$ cat src/rtl/stream_mux_rr.sv
// stream_mux_rr: N:1 valid/ready stream multiplexer with a registered output.
// A channel is chosen either by the external select (mode = 0) or, when the
// STREAM_MUX_RR_EN macro is defined, by round-robin arbitration (mode = 1).
// Without STREAM_MUX_RR_EN the round-robin pointer and scan logic are left out,
// mode is ignored and the external select is always used. The port list is the
// same in both builds.
module stream_mux_rr #(
    parameter  int WIDTH    = 16,
    parameter  int CHANNELS = 4,
    localparam int SELW     = $clog2(CHANNELS)
) (
    input  logic                      clk,
    input  logic                      reset_n,
    input  logic                      mode,
    input  logic [SELW-1:0]           sel,
    input  logic [CHANNELS*WIDTH-1:0] in_data,
    input  logic [CHANNELS-1:0]       in_valid,
    output logic [CHANNELS-1:0]       in_ready,
    output logic [WIDTH-1:0]          out_data,
    output logic [SELW-1:0]           out_chan,
    output logic                      out_valid,
    input  logic                      out_ready
);

    typedef enum logic {
        ST_EMPTY = 1'b0,
        ST_FULL  = 1'b1
    } state_t;

    state_t            state_q, state_d;
    logic [WIDTH-1:0]  data_q,  data_d;
    logic [SELW-1:0]   chan_q,  chan_d;

    logic              sel_vld;
    logic [SELW-1:0]   sel_idx;
    logic              grant_vld;
    logic [SELW-1:0]   grant_idx;
    logic [WIDTH-1:0]  grant_data;
    logic              can_load;
    logic              take;

    // External-select grant: an index with no matching channel never grants.
    always_comb begin
        sel_vld = 1'b0;
        sel_idx = '0;
        for (int i = 0; i < CHANNELS; i++) begin
            if (sel == SELW'(i) && in_valid[i]) begin
                sel_vld = 1'b1;
                sel_idx = SELW'(i);
            end
        end
    end

`ifdef STREAM_MUX_RR_EN
    logic [SELW-1:0]   ptr_q, ptr_d;
    logic              rr_vld;
    logic [SELW-1:0]   rr_idx;
    logic [SELW:0]     rr_sum;

    // Round-robin scan from ptr upward with wrap; walking from the farthest
    // candidate back to ptr lets the nearest valid channel win.
    always_comb begin
        rr_vld = 1'b0;
        rr_idx = '0;
        rr_sum = '0;
        for (int k = CHANNELS - 1; k >= 0; k--) begin
            rr_sum = {1'b0, ptr_q} + (SELW+1)'(k);
            if (rr_sum >= (SELW+1)'(CHANNELS)) begin
                rr_sum = rr_sum - (SELW+1)'(CHANNELS);
            end
            if (in_valid[rr_sum[SELW-1:0]]) begin
                rr_vld = 1'b1;
                rr_idx = rr_sum[SELW-1:0];
            end
        end
    end

    // Grant source follows mode in the same cycle it changes.
    always_comb begin
        if (mode) begin
            grant_vld = rr_vld;
            grant_idx = rr_idx;
        end else begin
            grant_vld = sel_vld;
            grant_idx = sel_idx;
        end
    end

    // Pointer moves past the granted channel on every accepted word, in
    // either mode, so round-robin resumes fairly after a mode switch.
    always_comb begin
        ptr_d = ptr_q;
        if (take) begin
            if (grant_idx == SELW'(CHANNELS - 1)) begin
                ptr_d = '0;
            end else begin
                ptr_d = grant_idx + SELW'(1);
            end
        end
    end

    // Round-robin pointer register.
    always_ff @(posedge clk) begin
        if (!reset_n) begin
            ptr_q <= '0;
        end else begin
            ptr_q <= ptr_d;
        end
    end
`else
    logic unused_mode;
    assign unused_mode = mode;

    // Only the external select exists in this build.
    always_comb begin
        grant_vld = sel_vld;
        grant_idx = sel_idx;
    end
`endif

    // The output register can take a word when empty or when being drained.
    // Reset forces in_ready low so nothing is accepted in the reset cycle.
    always_comb begin
        can_load = (state_q == ST_EMPTY) || out_ready;
        take     = reset_n && can_load && grant_vld;
    end

    // One-hot ready back to the granted channel only.
    always_comb begin
        in_ready = '0;
        for (int i = 0; i < CHANNELS; i++) begin
            in_ready[i] = take && (grant_idx == SELW'(i));
        end
    end

    // Data of the granted channel; in_data only feeds the register, never
    // an output directly.
    always_comb begin
        grant_data = '0;
        for (int i = 0; i < CHANNELS; i++) begin
            if (grant_idx == SELW'(i)) begin
                grant_data = in_data[i*WIDTH +: WIDTH];
            end
        end
    end

    // Output-stage next state: load on accept, drop to empty when drained
    // without a reload, otherwise hold the word stable.
    always_comb begin
        state_d = state_q;
        data_d  = data_q;
        chan_d  = chan_q;
        case (state_q)
            ST_EMPTY: begin
                if (take) begin
                    state_d = ST_FULL;
                    data_d  = grant_data;
                    chan_d  = grant_idx;
                end
            end
            ST_FULL: begin
                if (take) begin
                    data_d  = grant_data;
                    chan_d  = grant_idx;
                end else if (out_ready) begin
                    state_d = ST_EMPTY;
                end
            end
            default: begin
                state_d = ST_EMPTY;
            end
        endcase
    end

    // Output register; reset clears the held word as well as the state.
    always_ff @(posedge clk) begin
        if (!reset_n) begin
            state_q <= ST_EMPTY;
            data_q  <= '0;
            chan_q  <= '0;
        end else begin
            state_q <= state_d;
            data_q  <= data_d;
            chan_q  <= chan_d;
        end
    end

    assign out_valid = (state_q == ST_FULL);
    assign out_data  = data_q;
    assign out_chan  = chan_q;

endmodule

$ cat config.mk
export PLATFORM = sky130hd
export DESIGN_NAME = stream_mux_rr
export DESIGN_NICKNAME = d
export VERILOG_FILES = /design/src/rtl/stream_mux_rr.sv
export SDC_FILE = /design/constraint.sdc
export NUM_CORES = 1
export LEC_CHECK = 0
export ABC_AREA = 0
export BUFFER_PORTS_ARGS = -buffer_cell sky130_fd_sc_hd__buf_2
export CORE_ASPECT_RATIO = 0.7
export CORE_MARGIN = 1
export CORE_UTILIZATION = 37
export CTS_CLUSTER_DIAMETER = 30
export CTS_CLUSTER_SIZE = 25
export DETAILED_ROUTE_END_ITERATION = 10
export PLACE_DENSITY = 0.74
export SLEW_MARGIN = 10
export SYNTH_ARGS = -nofsm -noshare
export SYNTH_HDL_FRONTEND = slang
export SYNTH_SLANG_ARGS = --single-unit
$ cat constraint.sdc
create_clock -name clk -period 1.5 [get_ports clk]
set_input_delay 0.225 -clock clk [delete_from_list [all_inputs] [get_ports clk]]
set_output_delay 0.225 -clock clk [all_outputs]
set_load 0.01 [all_outputs]
==> impl_metrics.env, run 1 <==
export IMPL_status="finished, violations left"
export IMPL_failed_checks="negative setup slack"
export IMPL_io_buffers=95
export IMPL_worstMarginPinSlew_ns=0.238
export IMPL_cts_root_buf="clkbuf_8"
export IMPL_place_hpwl_mm=3.52
export IMPL_power_density_nw_per_um2=677
export IMPL_fmax_ghz=0.644
export IMPL_crit_path_max_incr_delay_ns=0.34
export IMPL_grt_usage_pct=23.2
export IMPL_p_sw_mw=0.438
export IMPL_via_per_inst=5.42
export IMPL_crit_fanout=2
export IMPL_clk_latency_ns=0.26
export IMPL_grt_start_max_net_pins=22
export IMPL_cpLargestDelayFamily="simple AND/OR/NAND/NOR gates"
export IMPL_numClockSinks=19
export IMPL_hold_viol=0
export IMPL_fin_hold_ws_ns=0.237
export IMPL_maxCapViolations=0
export IMPL_fin_tns_setup_ns=-0.0638
export IMPL_arrival_ns=1.33
export IMPL_final_cells=329
export IMPL_ys_seq_area_share_pct=27.4
export IMPL_synth_fp_nets=246
export IMPL_clockBufferDepth=2
export IMPL_pwr_share_comb_pct=36.2
export IMPL_power_frac_seq_pct=38.7
export IMPL_clk_pin_slew_ns=0.08
export IMPL_hold_path_class="in2reg"
export IMPL_syn_inst=172
export IMPL_yosys_top_cells_area="dfxtp_1 27%, o22ai_1 12%, a2bb2oi_1 8.2%, a21o_1 7.0%, o211ai_1 7.0%"
export IMPL_setup_viol=2
export IMPL_dr_total_vias=1784
export IMPL_worst_setup_path_type="reg2out"
export IMPL_netlist_cell_type_count=29
export IMPL_antenna_diode_count=0
export IMPL_cts_tree="done"
export IMPL_drt_initial_drc_count=25
export IMPL_vdd_drop_max_v=0.000459
export IMPL_max_slew_margin_pct=84.1
export IMPL_timing_final_crit_share_pct=104
export IMPL_p_int_mw=1.01
export IMPL_worst_slack_ns=-0.0531
export IMPL_die_h_um=53.2
export IMPL_antenna_found_initial=0
export IMPL_ys_seq_elements=19
export IMPL_grt_ovfl_total=0
export IMPL_ant_nets=0
export IMPL_clockPowerShare_pct=25.2
export IMPL_first_pass_iters=6
export IMPL_grt_pass1_wl_mm=7.07
export IMPL_p_leak_nw=1.09
export IMPL_routed_wl_mm=4.65
export IMPL_end_kind="output pin"
export IMPL_ios=97
export IMPL_dpl_cell_count=322
export IMPL_switching_share_pct=30.3
export IMPL_period_needed_ns=1.55
export IMPL_wl_per_cell_um=14.1
export IMPL_dieArea_sq_um=4000
export IMPL_place_ws_ns=-0.0855
export IMPL_layout_drive_gt1_share_pct=50.2
export IMPL_synth_top_area_share_pct=27.4
export IMPL_cp_start_kind="flip-flop"
export IMPL_die_w_um=75.2
export IMPL_synth_largest_area_cell="dfxtp_1"
export IMPL_grt_pass1_vias=1591
export IMPL_critPathSlowestCell="or3_4"
export IMPL_ys_warn_count=0
export IMPL_cts_buffers=3
export IMPL_crit_buf_inv=1
export IMPL_htreeDepth=1
export IMPL_synth_area_sq_um=1390
export IMPL_std_cell_rows=18
export IMPL_rsz0062_at_grt="yes"
export IMPL_cp_required_ns=1.27
export IMPL_core_area_sq_um=3560
export IMPL_place_gp_congestion=0.817
export IMPL_fillers=342
export IMPL_finClkSkew_ns=0.00578
export IMPL_finalNetCount=354
export IMPL_drc_errors=0
export IMPL_area_growth_pct=54.2
export IMPL_avgSynthCellArea_sq_um=8.06
export IMPL_cp_cell_sequence="nand2b_1 -> nand2_1 -> or3_4 -> a21oi_2 -> buf_2"
export IMPL_initial_core_util_pct=39.0
export IMPL_maxSlewViolCount=0
[cell families after synthesis]
kind of cell	share of synthesized area (%)
buffers and inverters	7.67
DFF	27.4
and+or+nand+nor	12.6
AOI/OAI and AO/OA	47.0
muxes	5.23
[cell type report]
cell class	count	area, sq um	share of cell area [%]
Sequential cell	19	382	17.8
Tap cell	50	62.6	2.93
Clock buffer	4	45.0	2.11
Timing Repair Buffer	124	722	33.8
Multi-Input combinational cell	132	927	43.4
[timing repair]
item                                    4_1_cts  5_1_grt
pin swaps                                     1        2
hold buffers                                  0        0
gates resized for setup                       7        4
endpoints found under the setup margin        3        4
setup buffers                                 3        0
[power by group through the flow]
stage	Clock, mW	Combinational [mW]	Sequential (mW)
CTS	0.382	0.519	0.559
floorplan	0	0.263	0.589
finish	0.364	0.524	0.560
global placement	0	0.494	0.570
detailed placement	0	0.501	0.570
global route	0.394	0.572	0.564
[cell usage after synthesis, drive strengths merged]
library cell   n
o211ai        13
mux4           1
o22ai         26
clkbuf        11
nand3b         1
nand4          3
a21boi         1
nand2b         1
dfxtp         19
buf           10
nor2b          4
a32o           3
a2bb2oi       13
nand2         20
or3            1
o211a          1
mux2i          5
nand3          1
and2           1
a21o          13
and3           2
nor2           2
o21a           1
o221ai         3
a21oi         14
o21ai          2
[through the flow]
stage	instance area, sq um	utilization [%]	power [mW]
final	2140	60.1	1.45
after global routing	2140	60.1	1.53
after CTS	2130	59.8	1.46
after detailed placement	2030	56.9	1.07
after global placement	2030	56.9	1.06
after floorplan	1400	-	0.852
[registers in the layout, indices dropped and copies added, names as in the netlist]
register   flops
out_valid      1
out_chan       2
out_data      16
[final timing paths]
check | start | end | slack, ns | cells after the start
max | out_valid$_SDFF_PN0_ | in_ready[0] | -0.05 | 5
min | reset_n | out_valid$_SDFF_PN0_ | 0.24 | 2
max reg2reg | out_valid$_SDFF_PN0_ | out_data[14]$_SDFFE_PN0N_ | 0.16 | 7
min reg2reg | out_data[7]$_SDFFE_PN0N_ | out_data[7]$_SDFFE_PN0N_ | 0.46 | 2
[routing by layer]
metal	vias to the layer above	routed length [um]	share of wire [%]	global-route usage, %
met3	4	415	8.9	5.90
met4	0	18	0.39	2.16
met5	-	0	0	0
met2	79	2030	44	41.3
met1	816	2180	47	29.3
li1	885	-	-	-
[cells in the final DEF (no fill, tap or decap), types with 2 or more instances in the layout]
cell / Yosys / routed
a21o_1: 13 / 13
o22ai_1: 26 / 26
clkbuf_8: 0 / 3
buf_4: 0 / 28
nor2b_1: 4 / 2
a21oi_1: 14 / 13
o211ai_1: 13 / 13
mux2i_1: 5 / 5
a32o_1: 3 / 3
a2bb2oi_1: 13 / 13
nand2_1: 20 / 19
nor2_1: 2 / 2
buf_6: 3 / 5
nand4_1: 3 / 3
o21ai_0: 2 / 2
and3_4: 1 / 2
buf_2: 4 / 91
o221ai_2: 3 / 3
dfxtp_1: 19 / 18
Power figures use the tool's default switching activity.
==> run 2: changes to the inputs <==
==> constraint.sdc (replaced) <==
create_clock -name clk -period 1.5 [get_ports clk]
set_input_delay 0.3 -clock clk [delete_from_list [all_inputs] [get_ports clk]]
set_output_delay 0.3 -clock clk [all_outputs]
set_load 0.01 [all_outputs]
==> run 2 against run 1 <==
Effect of this change:
- the run still ends with negative setup slack left
- clock skew decreased by 0.0034 ns
- largest cell class unchanged
- core utilization decreased by 0.53 points
- total power decreased by 0.78%
- largest power group unchanged
==> impl_metrics.env, run 2 (synthesis results as in run 1) <==
export IMPL_status="finished, violations left"
export IMPL_failed_checks="negative setup slack"
export IMPL_hold_path_class="in2reg"
export IMPL_wl_per_cell_um=14.3
export IMPL_p_int_mw=1.00
export IMPL_grt_ovfl_total=0
export IMPL_area_growth_pct=52.9
export IMPL_worst_setup_path_type="in2out"
export IMPL_clockBufferDepth=2
export IMPL_maxSlewViolCount=0
export IMPL_cts_buffers=3
export IMPL_place_hpwl_mm=3.53
export IMPL_final_common_cell="buf_2"
export IMPL_fillers=353
export IMPL_dr_total_vias=1740
export IMPL_timing_final_crit_share_pct=109
export IMPL_critPathSlowestCell="mux4_2"
export IMPL_die_h_um=53.2
export IMPL_crit_fanout=4
export IMPL_routed_wl_mm=4.67
export IMPL_cts_tree="done"
export IMPL_drt_initial_drc_count=99
export IMPL_period_needed_ns=1.63
export IMPL_finClkSkew_ns=0.00239
export IMPL_cts_hold_fix_buffers=0
export IMPL_first_pass_iters=4
export IMPL_clk_latency_ns=0.25
export IMPL_die_w_um=75.2
export IMPL_max_slew_margin_pct=77.2
export IMPL_worst_slack_ns=-0.133
export IMPL_place_gp_congestion=0.837
export IMPL_numClockSinks=19
export IMPL_ff2ff_setup_slack_ns=0.29
export IMPL_ios=97
export IMPL_std_cell_rows=18
export IMPL_cp_required_ns=1.20
export IMPL_drc_errors=0
export IMPL_grt_usage_pct=24.2
export IMPL_hold_viol=0
export IMPL_crit_path_end="in_ready[3]"
export IMPL_grt_start_max_net_pins=34
export IMPL_finalNetCount=352
export IMPL_via_per_inst=5.32
export IMPL_place_area_sq_um=2030
export IMPL_ant_nets=0
export IMPL_pwr_share_comb_pct=35.5
export IMPL_totalPowerFinal_mw=1.44
export IMPL_largest_register_ffs=16
export IMPL_initial_core_util_pct=39.0
export IMPL_core_area_sq_um=3560
export IMPL_layout_drive_gt1_share_pct=49.1
export IMPL_worstMarginPinSlew_ns=0.342
export IMPL_maxCapViolations=0
export IMPL_cts_root_buf="clkbuf_8"
export IMPL_clockPowerShare_pct=25.5
export IMPL_rr_startpoint="out_valid$_SDFF_PN0_"
export IMPL_final_area_sq_um=2120
export IMPL_cp_start_kind="primary input"
export IMPL_fmax_ghz=0.612
export IMPL_final_cell_mix="91 x buf_2, 26 x o22ai_1, 26 x buf_4"
export IMPL_vdd_drop_max_v=0.000362
export IMPL_io_buffers=95
export IMPL_cp_cell_sequence="buf_6 -> mux4_2 -> and3_4 -> and3_4 -> buf_6"
export IMPL_fin_tns_setup_ns=-0.367
export IMPL_grt_pass1_vias=1611
export IMPL_dieArea_sq_um=4000
export IMPL_p_leak_nw=1.08
export IMPL_setup_viol=3
export IMPL_worstSetupStartpoint="sel[1]"
export IMPL_arrival_ns=1.33
export IMPL_p_sw_mw=0.436
export IMPL_antenna_diode_count=0
export IMPL_fin_hold_ws_ns=0.307
export IMPL_rr_endpoint="out_data[10]$_SDFFE_PN0N_"
export IMPL_power_density_nw_per_um2=678
export IMPL_switching_share_pct=30.4
export IMPL_clk_pin_slew_ns=0.07
export IMPL_power_frac_seq_pct=39.0
export IMPL_htreeDepth=1
export IMPL_grt_pass1_wl_mm=7.27
export IMPL_utilization_pct=59.6
export IMPL_crit_path_max_incr_delay_ns=0.50
export IMPL_rsz0062_at_grt="yes"
export IMPL_antenna_found_initial=0
export IMPL_r2r_cells=5
export IMPL_end_kind="output pin"
run 2: how the worst min path moves through the flow:
stage,from,end,depth (start not counted)
global route,reset_n,out_valid$_SDFF_PN0_,2
detailed placement,out_data[14]$_SDFFE_PN0N_,out_data[14]$_SDFFE_PN0N_,2
global placement,out_data[14]$_SDFFE_PN0N_,out_data[14]$_SDFFE_PN0N_,2
CTS,reset_n,out_valid$_SDFF_PN0_,2
floorplan,out_data[0]$_SDFFE_PN0N_,out_data[0]$_SDFFE_PN0N_,2
finish,reset_n,out_valid$_SDFF_PN0_,2
run 2: metrics by stage:
step                worst slack, ns  std cells
floorplan                    -0.176        172
global placement             -0.193        322
detailed placement           -0.192        322
CTS                          -0.127        327
global route                 -0.185        327
finish                       -0.133        327
run 2: power by group through the flow:
| stage | clock network [mW] | registers (mW) | logic (mW) |
|---|---|---|---|
| 2_1_floorplan | 0 | 0.589 | 0.265 |
| 3_3_place_gp | 0 | 0.570 | 0.492 |
| 3_5_place_dp | 0 | 0.570 | 0.498 |
| 4_1_cts | 0.378 | 0.560 | 0.509 |
| 5_1_grt | 0.403 | 0.565 | 0.562 |
| 6_report | 0.367 | 0.560 | 0.509 |
run 2: critical path: cells and delay by family:
family | cells | cell delay [ns]
AND/OR/NAND/NOR | 2 | 0.35
buffers and inverters | 2 | 0.18
multiplexers | 1 | 0.50
run 2: per-layer routing:
metal | GRT usage [%] | share of wire [%] | up-vias
li1 | - | - | 882
met1 | 31.2 | 46 | 780
met2 | 40.1 | 44 | 74
met3 | 8.19 | 9.7 | 4
met4 | 3.70 | 0.36 | 0
met5 | 0 | 0 | -
run 2: final cells by class:
class | count | area, sq um | share of cell area, %
flip-flops and latches | 19 | 382 | 18.0
well taps | 50 | 62.6 | 2.95
repair buffers | 122 | 707 | 33.4
multi-input cells | 132 | 923 | 43.6
clock buffers | 4 | 45.0 | 2.13
run 2: repair_timing:
action                     in CTS  in global routing
pin swaps                       1                  0
setup buffers                   1                  0
setup endpoints to repair       3                  4
resized for setup               6                  2
==> run 3: changes to the inputs <==
CORE_MARGIN = 10   (was 1)
==> run 3 against run 2 <==
Effect of this change:
- critical path type is now reg2out
- final cell count increased by 1.8%
- worst setup slack improved by 0.012 ns
- critical path depth unchanged
- count of clock-buffer cells in the layout decreased by 1
- core utilization increased by 2.4 points
- largest cell class unchanged
- clock power about the same
- first-iteration DRC count increased by 45%
- total power increased by 2.4%
- highest routed layer unchanged
- non-clock buffer count increased by 6
- global-route usage decreased by 8.1 points
- the run still ends with negative setup slack left
==> impl_metrics.env, run 3 (synthesis results as in run 1) <==
export IMPL_status="finished, violations left"
export IMPL_failed_checks="negative setup slack"
export IMPL_cts_buffers=3
export IMPL_switching_share_pct=30.8
export IMPL_htreeDepth=1
export IMPL_period_needed_ns=1.62
export IMPL_ant_nets=0
export IMPL_via_per_inst=5.39
export IMPL_cp_depth=5
export IMPL_drc_errors=0
export IMPL_crit_buf_inv=1
export IMPL_p_int_mw=1.02
export IMPL_hold_viol=0
export IMPL_worst_slack_ns=-0.122
export IMPL_maxCapViolations=0
export IMPL_crit_path_max_incr_delay_ns=0.34
export IMPL_grt_start_max_net_pins=22
export IMPL_cts_hold_fix_buffers=0
export IMPL_arrival_ns=1.32
export IMPL_io_buffers=95
export IMPL_rsz0062_at_grt="yes"
export IMPL_ios=97
export IMPL_rr_startpoint="out_valid$_SDFF_PN0_"
export IMPL_std_cell_rows=18
export IMPL_numClockSinks=19
export IMPL_die_w_um=93.2
export IMPL_clockPowerShare_pct=24.8
export IMPL_grt_pass1_vias=1808
export IMPL_first_pass_iters=4
export IMPL_maxSlewViolCount=0
export IMPL_hold_path_class="in2reg"
export IMPL_place_hpwl_mm=4.48
export IMPL_routed_wl_mm=5.67
export IMPL_end_kind="output pin"
export IMPL_final_cell_mix="90 x buf_2, 30 x buf_4, 26 x o22ai_1"
export IMPL_antenna_diode_count=0
export IMPL_grt_usage_pct=16.1
export IMPL_area_growth_pct=59.0
export IMPL_vdd_drop_max_v=0.000541
export IMPL_setup_viol=4
export IMPL_initial_core_util_pct=39.0
export IMPL_r2r_cells=7
export IMPL_final_common_cell="buf_2"
export IMPL_p_leak_nw=1.13
export IMPL_crit_fanout=2
export IMPL_finalNetCount=358
export IMPL_rr_endpoint="out_data[8]$_SDFFE_PN0N_"
export IMPL_critPathSlowestCell="dfxtp_2"
export IMPL_crit_path_end="in_ready[0]"
export IMPL_max_slew_margin_pct=77.2
export IMPL_clockBufferDepth=2
export IMPL_clk_pin_slew_ns=0.08
export IMPL_cts_root_buf="clkbuf_8"
export IMPL_dieArea_sq_um=6630
export IMPL_die_h_um=71.2
export IMPL_place_ws_ns=-0.221
export IMPL_worstSetupStartpoint="out_valid$_SDFF_PN0_"
export IMPL_cpLargestDelayFamily="simple AND/OR/NAND/NOR gates"
export IMPL_cp_start_kind="flip-flop"
export IMPL_layout_drive_gt1_share_pct=50.9
export IMPL_grt_pass1_wl_mm=8.90
export IMPL_grt_ovfl_total=0
export IMPL_cts_tree="done"
export IMPL_drt_initial_drc_count=144
export IMPL_timing_final_crit_share_pct=108
export IMPL_finClkSkew_ns=0.00848
export IMPL_cp_required_ns=1.20
export IMPL_fin_tns_setup_ns=-0.347
export IMPL_core_area_sq_um=3560
export IMPL_clk_latency_ns=0.26
export IMPL_antenna_found_initial=0
export IMPL_fmax_ghz=0.617
export IMPL_pwr_share_comb_pct=37.0
export IMPL_p_sw_mw=0.453
export IMPL_worst_setup_path_type="reg2out"
export IMPL_power_density_nw_per_um2=667
export IMPL_ff2ff_setup_slack_ns=0.13
export IMPL_place_gp_congestion=0.837
export IMPL_power_frac_seq_pct=38.1
export IMPL_largest_register_ffs=16
export IMPL_cp_cell_sequence="nand2b_4 -> nand2_4 -> or3_4 -> a21oi_2 -> buf_2"
export IMPL_wl_per_cell_um=17.0
export IMPL_dr_total_vias=1796
export IMPL_worstMarginPinSlew_ns=0.342
[run 3: worst min path at each step]
stage	startpoint	endpoint	slack, ns	depth (start not counted)
after global routing	in_data[9]	out_data[9]$_SDFFE_PN0N_	0.37	3
after floorplan	out_data[0]$_SDFFE_PN0N_	out_data[0]$_SDFFE_PN0N_	0.49	2
final	in_data[49]	out_data[1]$_SDFFE_PN0N_	0.36	3
after global placement	out_data[3]$_SDFFE_PN0N_	out_data[3]$_SDFFE_PN0N_	0.45	2
after CTS	in_data[27]	out_data[11]$_SDFFE_PN0N_	0.36	3
after detailed placement	out_data[6]$_SDFFE_PN0N_	out_data[6]$_SDFFE_PN0N_	0.46	2
[run 3: area by class of cell]
class / instances / area [sq um]
Fill cell: 334 / 1350
Multi-Input combinational cell: 132 / 936
Clock inverter: 1 / 5.00
Timing Repair Buffer: 128 / 778
Sequential cell: 19 / 382
Tap cell: 50 / 62.6
Clock buffer: 3 / 41.3
[run 3: per-layer routing]
| layer | routed length, um | vias to the layer above | GRT usage [%] |
|---|---|---|---|
| met5 | 0 | - | 0 |
| met4 | 11 | 0 | 2.05 |
| met3 | 612 | 2 | 6.87 |
| met2 | 2600 | 87 | 25.9 |
| met1 | 2450 | 811 | 20.1 |
| li1 | - | 896 | - |
[run 3: tightest hold or removal path: cells and delay by family]
| family | cells | cell delay, ns |
|---|---|---|
| compound gates | 2 | 0.21 |
| buf+inv | 1 | 0.07 |
[run 3: metrics by stage]
stage	hold WS (ns)	util (%)	cell area, sq um	instances	power [mW]
after floorplan	0.491	-	1400	172	0.853
after global placement	0.453	57.8	2060	324	1.07
after detailed placement	0.457	57.8	2060	324	1.08
after CTS	0.359	60.9	2170	332	1.47
after global routing	0.372	62.0	2200	333	1.57
final	0.365	62.0	2200	333	1.47
[run 3: repair_timing]
item	4_1_cts	5_1_grt
resized for setup	7	6
pin swaps	3	0
setup endpoints to repair	4	11
setup buffers	4	1
[run 3: power groups by stage]
stage	clock [mW]	sequential [mW]	combinational (mW)
after detailed placement	0	0.570	0.511
after floorplan	0	0.589	0.265
after CTS	0.384	0.559	0.530
final	0.365	0.561	0.544
after global routing	0.413	0.565	0.593
after global placement	0	0.570	0.504
